--- config.mk ---
export PLATFORM = sky130hd
export DESIGN_NAME = mac_tile_reducer
export DESIGN_NICKNAME = d
export VERILOG_FILES = /design/src/rtl/mac_tile_reducer.sv
export SDC_FILE = /design/constraint.sdc
export NUM_CORES = 2
export LEC_CHECK = 0
export ABC_AREA = 0
export BUFFER_PORTS_ARGS = -buffer_cell sky130_fd_sc_hd__buf_2
export CAP_MARGIN = 20
export CORE_MARGIN = 5
export CORE_UTILIZATION = 25
export CTS_BUF_LIST = sky130_fd_sc_hd__clkbuf_4
export CTS_CLUSTER_DIAMETER = 200
export DETAILED_ROUTE_END_ITERATION = 7
export PLACE_DENSITY = 0.4
export RECOVER_POWER = 100
export REMOVE_ABC_BUFFERS = 1
export SYNTH_ARGS = -nofsm -noshare
export SYNTH_HDL_FRONTEND = slang
export SYNTH_SLANG_ARGS = --single-unit
--- constraint.sdc ---
create_clock -name clk -period 12.5 [get_ports clk]
set_clock_uncertainty 0.1 [all_clocks]
set_input_delay 1.875 -clock clk [delete_from_list [all_inputs] [get_ports clk]]
set_output_delay 1.875 -clock clk [all_outputs]
set_load 0.005 [all_outputs]
--- src/rtl/mac_tile_reducer.sv ---
// Row-reduces MAC partial-sum tiles across COL_BLOCKS beats, requantizes each
// row total to a saturated fixed-point lane, and queues vectors in a small FIFO.
module mac_tile_reducer #(
    parameter int TILE_SIZE  = 4,
    parameter int DATA_WIDTH = 16,
    parameter int ACC_WIDTH  = 32,
    parameter int FRAC_BITS  = 8,
    parameter int COL_BLOCKS = 16,
    parameter int FIFO_DEPTH = 2
) (
    input  logic                                                 clk,
    input  logic                                                 rst,
    input  logic [1:0]                                           mode,
    input  logic                                                 in_valid,
    input  logic signed [TILE_SIZE-1:0][TILE_SIZE-1:0][ACC_WIDTH-1:0] in_tile,
    input  logic                                                 in_done_tile,
    output logic signed [TILE_SIZE-1:0][DATA_WIDTH-1:0]          out_vec,
    output logic                                                 out_valid,
    input  logic                                                 out_ready,
    input  logic                                                 err_clr,
    output logic                                                 frag_err,
    output logic                                                 sync_err,
    output logic                                                 overflow_err
);

    localparam int ROW_W = ACC_WIDTH + 2;
    localparam int SUM_W = ROW_W + $clog2(COL_BLOCKS);
    localparam int RQ_W  = SUM_W + 1;
    localparam int CNT_W = (COL_BLOCKS > 1) ? $clog2(COL_BLOCKS) : 1;
    localparam int PTR_W = (FIFO_DEPTH > 1) ? $clog2(FIFO_DEPTH) : 1;
    localparam int LVL_W = $clog2(FIFO_DEPTH + 1);

    localparam logic [1:0] MODE_MAC = 2'b00;
    localparam logic [0:0] S_IDLE   = 1'b0;
    localparam logic [0:0] S_ACCUM  = 1'b1;

    localparam logic signed [RQ_W-1:0] ROUND   = RQ_W'(2 ** (FRAC_BITS - 1));
    localparam logic signed [RQ_W-1:0] SAT_MAX = RQ_W'(2 ** (DATA_WIDTH - 1) - 1);
    localparam logic signed [RQ_W-1:0] SAT_MIN = ~SAT_MAX;

    typedef logic signed [DATA_WIDTH-1:0]    lane_t;
    typedef logic [TILE_SIZE-1:0][DATA_WIDTH-1:0] vec_t;

    function automatic lane_t requant(input logic signed [SUM_W-1:0] acc);
        logic signed [RQ_W-1:0] v;
        lane_t                  res;
        v = (RQ_W'(acc) + ROUND) >>> FRAC_BITS;
        if (v > SAT_MAX)      res = SAT_MAX[DATA_WIDTH-1:0];
        else if (v < SAT_MIN) res = SAT_MIN[DATA_WIDTH-1:0];
        else                  res = v[DATA_WIDTH-1:0];
        return res;
    endfunction

    logic [0:0]              r_state;
    logic [CNT_W-1:0]        r_beat_cnt;
    logic signed [SUM_W-1:0] r_acc [TILE_SIZE];

    logic signed [ROW_W-1:0] w_rowsum [TILE_SIZE];
    logic signed [SUM_W-1:0] w_sum    [TILE_SIZE];
    vec_t                    w_push_vec;
    logic                    w_beat;
    logic                    w_last;
    logic                    w_frag_evt;

    assign w_beat     = in_valid && (mode == MODE_MAC);
    assign w_last     = w_beat &&
                        (((r_state == S_ACCUM) && (r_beat_cnt == CNT_W'(COL_BLOCKS - 1))) ||
                         ((r_state == S_IDLE) && (COL_BLOCKS == 1)));
    assign w_frag_evt = (r_state == S_ACCUM) && !w_beat;

    // The running sum starts from zero in IDLE, so one adder serves both the
    // first beat and every later one.
    always_comb begin
        // NOTE: every combinational output gets a value on every path so no latch is inferred.
        w_push_vec = '0;
        for (int r = 0; r < TILE_SIZE; r++) begin
            w_rowsum[r] = '0;
            for (int c = 0; c < TILE_SIZE; c++) begin
                w_rowsum[r] = w_rowsum[r] + ROW_W'($signed(in_tile[r][c]));
            end
            w_sum[r]      = ((r_state == S_ACCUM) ? r_acc[r] : '0) + SUM_W'(w_rowsum[r]);
            w_push_vec[r] = requant(w_sum[r]);
        end
    end

    // NOTE: sequential state uses non-blocking assignments only.
    always_ff @(posedge clk) begin
        if (rst) begin
            r_state    <= S_IDLE;
            r_beat_cnt <= '0;
            for (int r = 0; r < TILE_SIZE; r++) r_acc[r] <= '0;
        end else if (w_last || !w_beat) begin
            r_state    <= S_IDLE;
            r_beat_cnt <= '0;
            for (int r = 0; r < TILE_SIZE; r++) r_acc[r] <= '0;
        end else begin
            r_state    <= S_ACCUM;
            r_beat_cnt <= r_beat_cnt + CNT_W'(1);
            for (int r = 0; r < TILE_SIZE; r++) r_acc[r] <= w_sum[r];
        end
    end

    vec_t             r_mem [FIFO_DEPTH];
    logic [PTR_W-1:0] r_wr_ptr;
    logic [PTR_W-1:0] r_rd_ptr;
    logic [LVL_W-1:0] r_level;
    logic             w_pop;
    logic             w_full;
    logic             w_push_ok;
    logic             w_ovf_evt;

    function automatic logic [PTR_W-1:0] next_ptr(input logic [PTR_W-1:0] p);
        return (p == PTR_W'(FIFO_DEPTH - 1)) ? '0 : p + PTR_W'(1);
    endfunction

    assign out_valid = (r_level != '0);
    assign w_pop     = out_valid && out_ready;
    assign w_full    = (r_level == LVL_W'(FIFO_DEPTH));
    assign w_push_ok = w_last && (!w_full || w_pop);
    assign w_ovf_evt = w_last && w_full && !w_pop;
    assign out_vec   = out_valid ? r_mem[r_rd_ptr] : '0;

    // NOTE: storage is deliberately not reset; out_vec is masked while empty so stale entries never show.
    always_ff @(posedge clk) begin
        if (w_push_ok) r_mem[r_wr_ptr] <= w_push_vec;
    end

    always_ff @(posedge clk) begin
        if (rst) begin
            r_wr_ptr <= '0;
            r_rd_ptr <= '0;
            r_level  <= '0;
        end else begin
            if (w_push_ok) r_wr_ptr <= next_ptr(r_wr_ptr);
            if (w_pop)     r_rd_ptr <= next_ptr(r_rd_ptr);
            case ({w_push_ok, w_pop})
                2'b10:   r_level <= r_level + LVL_W'(1);
                2'b01:   r_level <= r_level - LVL_W'(1);
                default: r_level <= r_level;
            endcase
        end
    end

    // A push event (kept or dropped) must be followed by exactly one done strobe.
    logic r_done_exp;
    logic w_sync_evt;

    assign w_sync_evt = (mode == MODE_MAC) && (in_done_tile != r_done_exp);

    always_ff @(posedge clk) begin
        if (rst) begin
            r_done_exp   <= 1'b0;
            frag_err     <= 1'b0;
            sync_err     <= 1'b0;
            overflow_err <= 1'b0;
        end else begin
            r_done_exp   <= w_last;
            frag_err     <= (frag_err && !err_clr) || w_frag_evt;
            sync_err     <= (sync_err && !err_clr) || w_sync_evt;
            overflow_err <= (overflow_err && !err_clr) || w_ovf_evt;
        end
    end

endmodule

# --- Word-level counts from Yosys, hierarchy flattened ---
# Memory sizes are Yosys's and may differ from the RTL's. A register that Yosys moved wholly into a read port is not among the register bits.
# Index checks and enable logic that the tools add are counted.
word_totals:
  ff_bits: 13
  mem_bits_rw: 280
  in_bits: 520
  output_inout_bits: 68
  mem_count: 2
classes:
  addsub: 25
  magnitude_cmp: 8
  eq_ne: 5
  mux: 36
  bitwise_logic: 8
  n_reduce_logical: 25
memory_table:
  columns: ["name", "words", "word_bits", "rd", "rd_clocked_by_memory_dff", "write_ports", "line_no", "text"]
  rows:
  - ["r_acc", 4, 38, 4, 0, 4, "56", "logic signed [SUM_W-1:0] r_acc [TILE_SIZE];"]
  - ["r_mem", 2, 64, 1, 1, 1, "103", "vec_t r_mem [FIFO_DEPTH];"]
ops:
  columns: ["op", "count"]
  rows:
  - ["two-way mux 38 bit", 12]
  - ["adder 38 x 9 -> 39 bit (second input constant)", 4]
  - ["adder 38 bit", 4]
  - ["adder 33 x 32 -> 34 bit", 4]
  - ["adder 34 x 32 -> 34 bit", 4]
  - ["adder 32 x 32 -> 33 bit", 4]
  - ["two-way mux 16 bit", 8]
  - ["> comparator 31 x 16 -> 1 bit (second input constant)", 4]
  - ["less-than comparator 31 x 16 -> 1 bit (second input constant)", 4]
  - ["two-way mux 64 bit", 1]
  - ["two-way mux 1 bit", 14]
  - ["logical AND 1 bit", 12]
  - ["bitwise OR 1 bit", 8]
  - ["logical OR 1 bit", 5]
  - ["adder 4 x 1 -> 4 bit (second input constant)", 1]
  - ["equality test 2 bit (second input constant)", 2]
  - ["equality test 4 bit (second input constant)", 1]
  - ["zero test 1 bit", 4]
  - ["one-hot mux 2 bit (2 select lines)", 1]
  - ["nonzero test 2 bit", 2]
  - ["adder 1 bit (second input constant)", 2]
  - ["adder 2 x 1 -> 2 bit (second input constant)", 1]
  - ["equality test 2 x 1 -> 1 bit (second input constant)", 1]
  - ["zero test 2 bit", 1]
  - ["3 further kinds", 3]

# --- Longest topological paths before layout ---
logic_depth:
  depth_word: 9
  depth_mapped: 35

# --- Worst setup path before layout ---
# No wires, ideal clock.
synth_timing:
  path_type: "input to register"
  start: "in in_tile[257] (netlist bit)"
  end: "mem r_mem[0][37] (netlist bit), data pin"
  setup_time_ns: 0.277
  arrival_ns: 9.324
  path_slack_ns: 2.799
  cell_stages: 35
  cell_sequence: "inv_1 fa_1 fa_1 inv_1 ha_1 fa_1 a211oi_1 o21bai_1 nor3_1 nor2_1 a21oi_1 o21bai_1 a21oi_1 o21bai_1 a21oi_1 o21bai_1 a21oi_1 xnor2_1 ha_1 clkbuf_1 a21oi_1 o21a_1 o21ai_0 a221o_1 a211oi_1 xnor2_1 nor4b_2 nand4_1 nor4b_1 mux2_2 o21ai_0 nand3_1 a22oi_1 clkbuf_1 o21ai_0"
synth_lines:
  columns: ["element", "line_no", "text"]
  rows:
  - ["from (decl)", "15", "input logic signed [TILE_SIZE-1:0][TILE_SIZE-1:0][ACC_WIDTH-1:0] in_tile,"]
  - ["to (decl)", "103", null]

==> results.ini <==
[floorplanning]
row_count=141
num_io_pins=588
die_area_sq_um=156000
die_h_microns=395
fp.dieW_microns=395
start_util_pct=25.1
coreArea_sq_um=147000

[critical_path]
cpMaxStageDelayCell=a2111oi_0
arrival_ps=11260
path_class=in2reg
crit_path_max_incr_delay_ps=760
path_max_fanout=15
critPathLaunchType=input pin
crit_required_ps=13060
worstSetupEndpointType=flop
rrSetupSlack_ps=2780

[yosys]
yosys.area_share.simple_pct=18.9
synth_compound_area_share_pct=17.8
async_reset_ff_share_pct=0
synthFlopType=edfxtp_1
yosys.area.top_type=edfxtp_1
synthXorXnorAreaFrac_pct=7.28
synthCells=4306
synth_fa_ha_area_share_pct=24.0
ys_warn_count=0
synth_edf_count=242
yosys-top-cells-count=inv_1 (625), nor2_1 (382), ha_1 (286)
netlist_area_sq_um=37000
ys_types=106
ys_seq_elements=294
synth.avg_cell_area_sq_um=8.59
yosysMostFrequentCell=inv_1
synthMuxAreaShare_pct=2.06
synth_top_family_by_area=adder cells
synth.area.top_cells=edfxtp_1 (20%), fa_1 (14%), ha_1 (9.7%)
synth_top_area_share_pct=19.6
yosysSeqAreaShare_pct=22.5

[power_and_ir_drop]
switching_share_pct=51.7
power_switching_mw=4.34
p_int_mw=4.05
power_frac_seq_pct=15.1
comb_power_share_pct=72.4
p_per_area_nw_per_um2=192
clockPowerShare_pct=12.5
ir_worst_vdd_mv=0.0655
p_leak_nw=20.1

[cells_and_area]
multi_input_area_sq_um=26300
area_delta_synth_final_pct=17.9
final_layout_size_suffix_gt1_share_pct=14.8
instances_no_fill=7039
final_nets=6088
fillers=15974
regArea_sq_um=8310

[clock_network]
clockRootBuffer=clkbuf_4
cts_setup_buffers=0
cts_tree=built
cts_buffers=103
clockBufferDepth=3
clk_latency_ps=1060
numClockSinks=294
ctsHoldBuffers=0
cts.clk_slew.worst_paths_ps=60
htreeDepth=3
cts-resized-gates=0

[placed_design]
io_buffers=587
place.gp.congestion=0.832
numPlacedInstances=6843
dp_hpwl_mm=90.9

[global_routing]
grt_pass1_wl_mm=179
grt_max_degree=65
gr-total-overflow=0
gr-usage-all-layers_pct=14.2
first_global_vias=33144
antenna_found_initial=7

[routing]
vias=32121
dr.pass1.iters=6
drt_iter0_drc=1263
viasPerCell=4.56
drc=0
routed_wirelength_mm=112
drt-wirelength-per-cell_microns=15.9
postRouteAntennaNets=0

[timing]
slew_headroom_pct=-145
hold_viol=0
fin_crit_sh_pct=85.5
fmax_mhz=93.5
slew_viol_final=474
setup_violations=0
tightest_slew_ps=3680
final.min_clock_period_ps=10690
tns_ps=0
rsz0062_at_grt=no

[job]
cap_viol_max_count=10

[status]
outcome=complete, but fails checks
violations=max-capacitance violations, max-slew violations

[hold_path]
min_path_type=reg2reg

==> metrics by stage <==
stage          hold slack (ps)  worst slack [ps]  power [mW]  utilization (%)  area, sq um
2_1_floorplan              318              2750        5.81                -        37000
4_1_cts                    351              2420        8.56             29.7        43800
6_report                   353              1810        8.39             29.6        43600
5_1_grt                    389              1110        9.30             29.6        43600
3_5_place_dp               343              1270        7.41             28.8        42500
3_3_place_gp               335              1380        7.43             28.8        42500
==> critical path: cells and delay by family <==
kind | cells | cell delay [ps]
AO/OA/AOI/OAI | 13 | 4870
adder cells (fa/ha/maj) | 5 | 2050
AND/OR/NAND/NOR | 7 | 1260
buffers and inverters | 4 | 670
XOR/XNOR | 2 | 520
==> sequential cells by signal, indices dropped and copies added (netlist names), named ones only <==
name	count
r_wr_ptr	1
r_state	1
r_level	2
overflow_err	1
r_acc	152
frag_err	1
r_mem	128
r_rd_ptr	1
r_done_exp	1
r_beat_cnt	4
sync_err	1
==> cells in the final DEF (no fill, tap or decap), types with 58 or more instances in the layout <==
| master | count |
|---|---|
| nor2_1 | 380 |
| xnor2_1 | 196 |
| clkbuf_1 | 75 |
| mux2i_1 | 74 |
| a21o_1 | 136 |
| nand2_1 | 208 |
| inv_1 | 625 |
| xor2_1 | 109 |
| a21oi_1 | 269 |
| and2_1 | 177 |
| edfxtp_1 | 242 |
| nand4_1 | 58 |
| fa_1 | 264 |
| clkbuf_4 | 143 |
| ha_1 | 286 |
| conb_1 | 114 |
| buf_2 | 518 |
| nor3_1 | 104 |
| nand3_1 | 90 |
| o21ai_0 | 199 |
==> cell families after synthesis <==
family / after synthesis
AO/OA/AOI/OAI: 995
XOR/XNOR: 306
adder cells (fa/ha/maj): 550
buffers and inverters: 738
flip-flops: 294
multiplexers: 76
other: 1
AND/OR/NAND/NOR: 1346
==> worst paths after layout <==
kind,endpoint,cells after the start,startpoint
setup / recovery,r_mem[0][56]$_DFFE_PP_,31,in_tile[385]
hold / removal,r_beat_cnt[0]$_SDFF_PN0_,1,r_beat_cnt[0]$_SDFF_PN0_
setup reg to reg,r_mem[0][56]$_DFFE_PP_,19,r_state$_DFF_P_
hold reg to reg,r_beat_cnt[0]$_SDFF_PN0_,1,r_beat_cnt[0]$_SDFF_PN0_
==> metal layers <==
| layer | wire length, microns | track usage (%) | vias to the layer above |
|---|---|---|---|
| met1 | 51900 | 18.5 | 14994 |
| met2 | 52200 | 23.7 | 619 |
| li1 | - | - | 16373 |
| met4 | 2190 | 3.41 | 0 |
| met3 | 5840 | 3.20 | 135 |
| met5 | 0 | 0 | - |
==> cell type report <==
class / instances / area share [%]
Antenna cell: 12 / 0.0688
Clock buffer: 143 / 2.46
Clock inverter: 41 / 0.376
Inverter: 625 / 5.38
Multi-Input combinational cell: 3387 / 60.3
Sequential cell: 294 / 19.1
Tap cell: 1930 / 5.54
Timing Repair Buffer: 607 / 6.81
==> power groups by stage <==
stage	clock [mW]	combinational, mW	sequential, mW
global route	1.17	6.86	1.27
CTS	1.13	6.17	1.27
floorplan	0	4.52	1.28
detailed placement	0	6.12	1.29
global placement	0	6.15	1.28
finish	1.05	6.07	1.27
No activity file was read; power rests on OpenSTA's default activity.
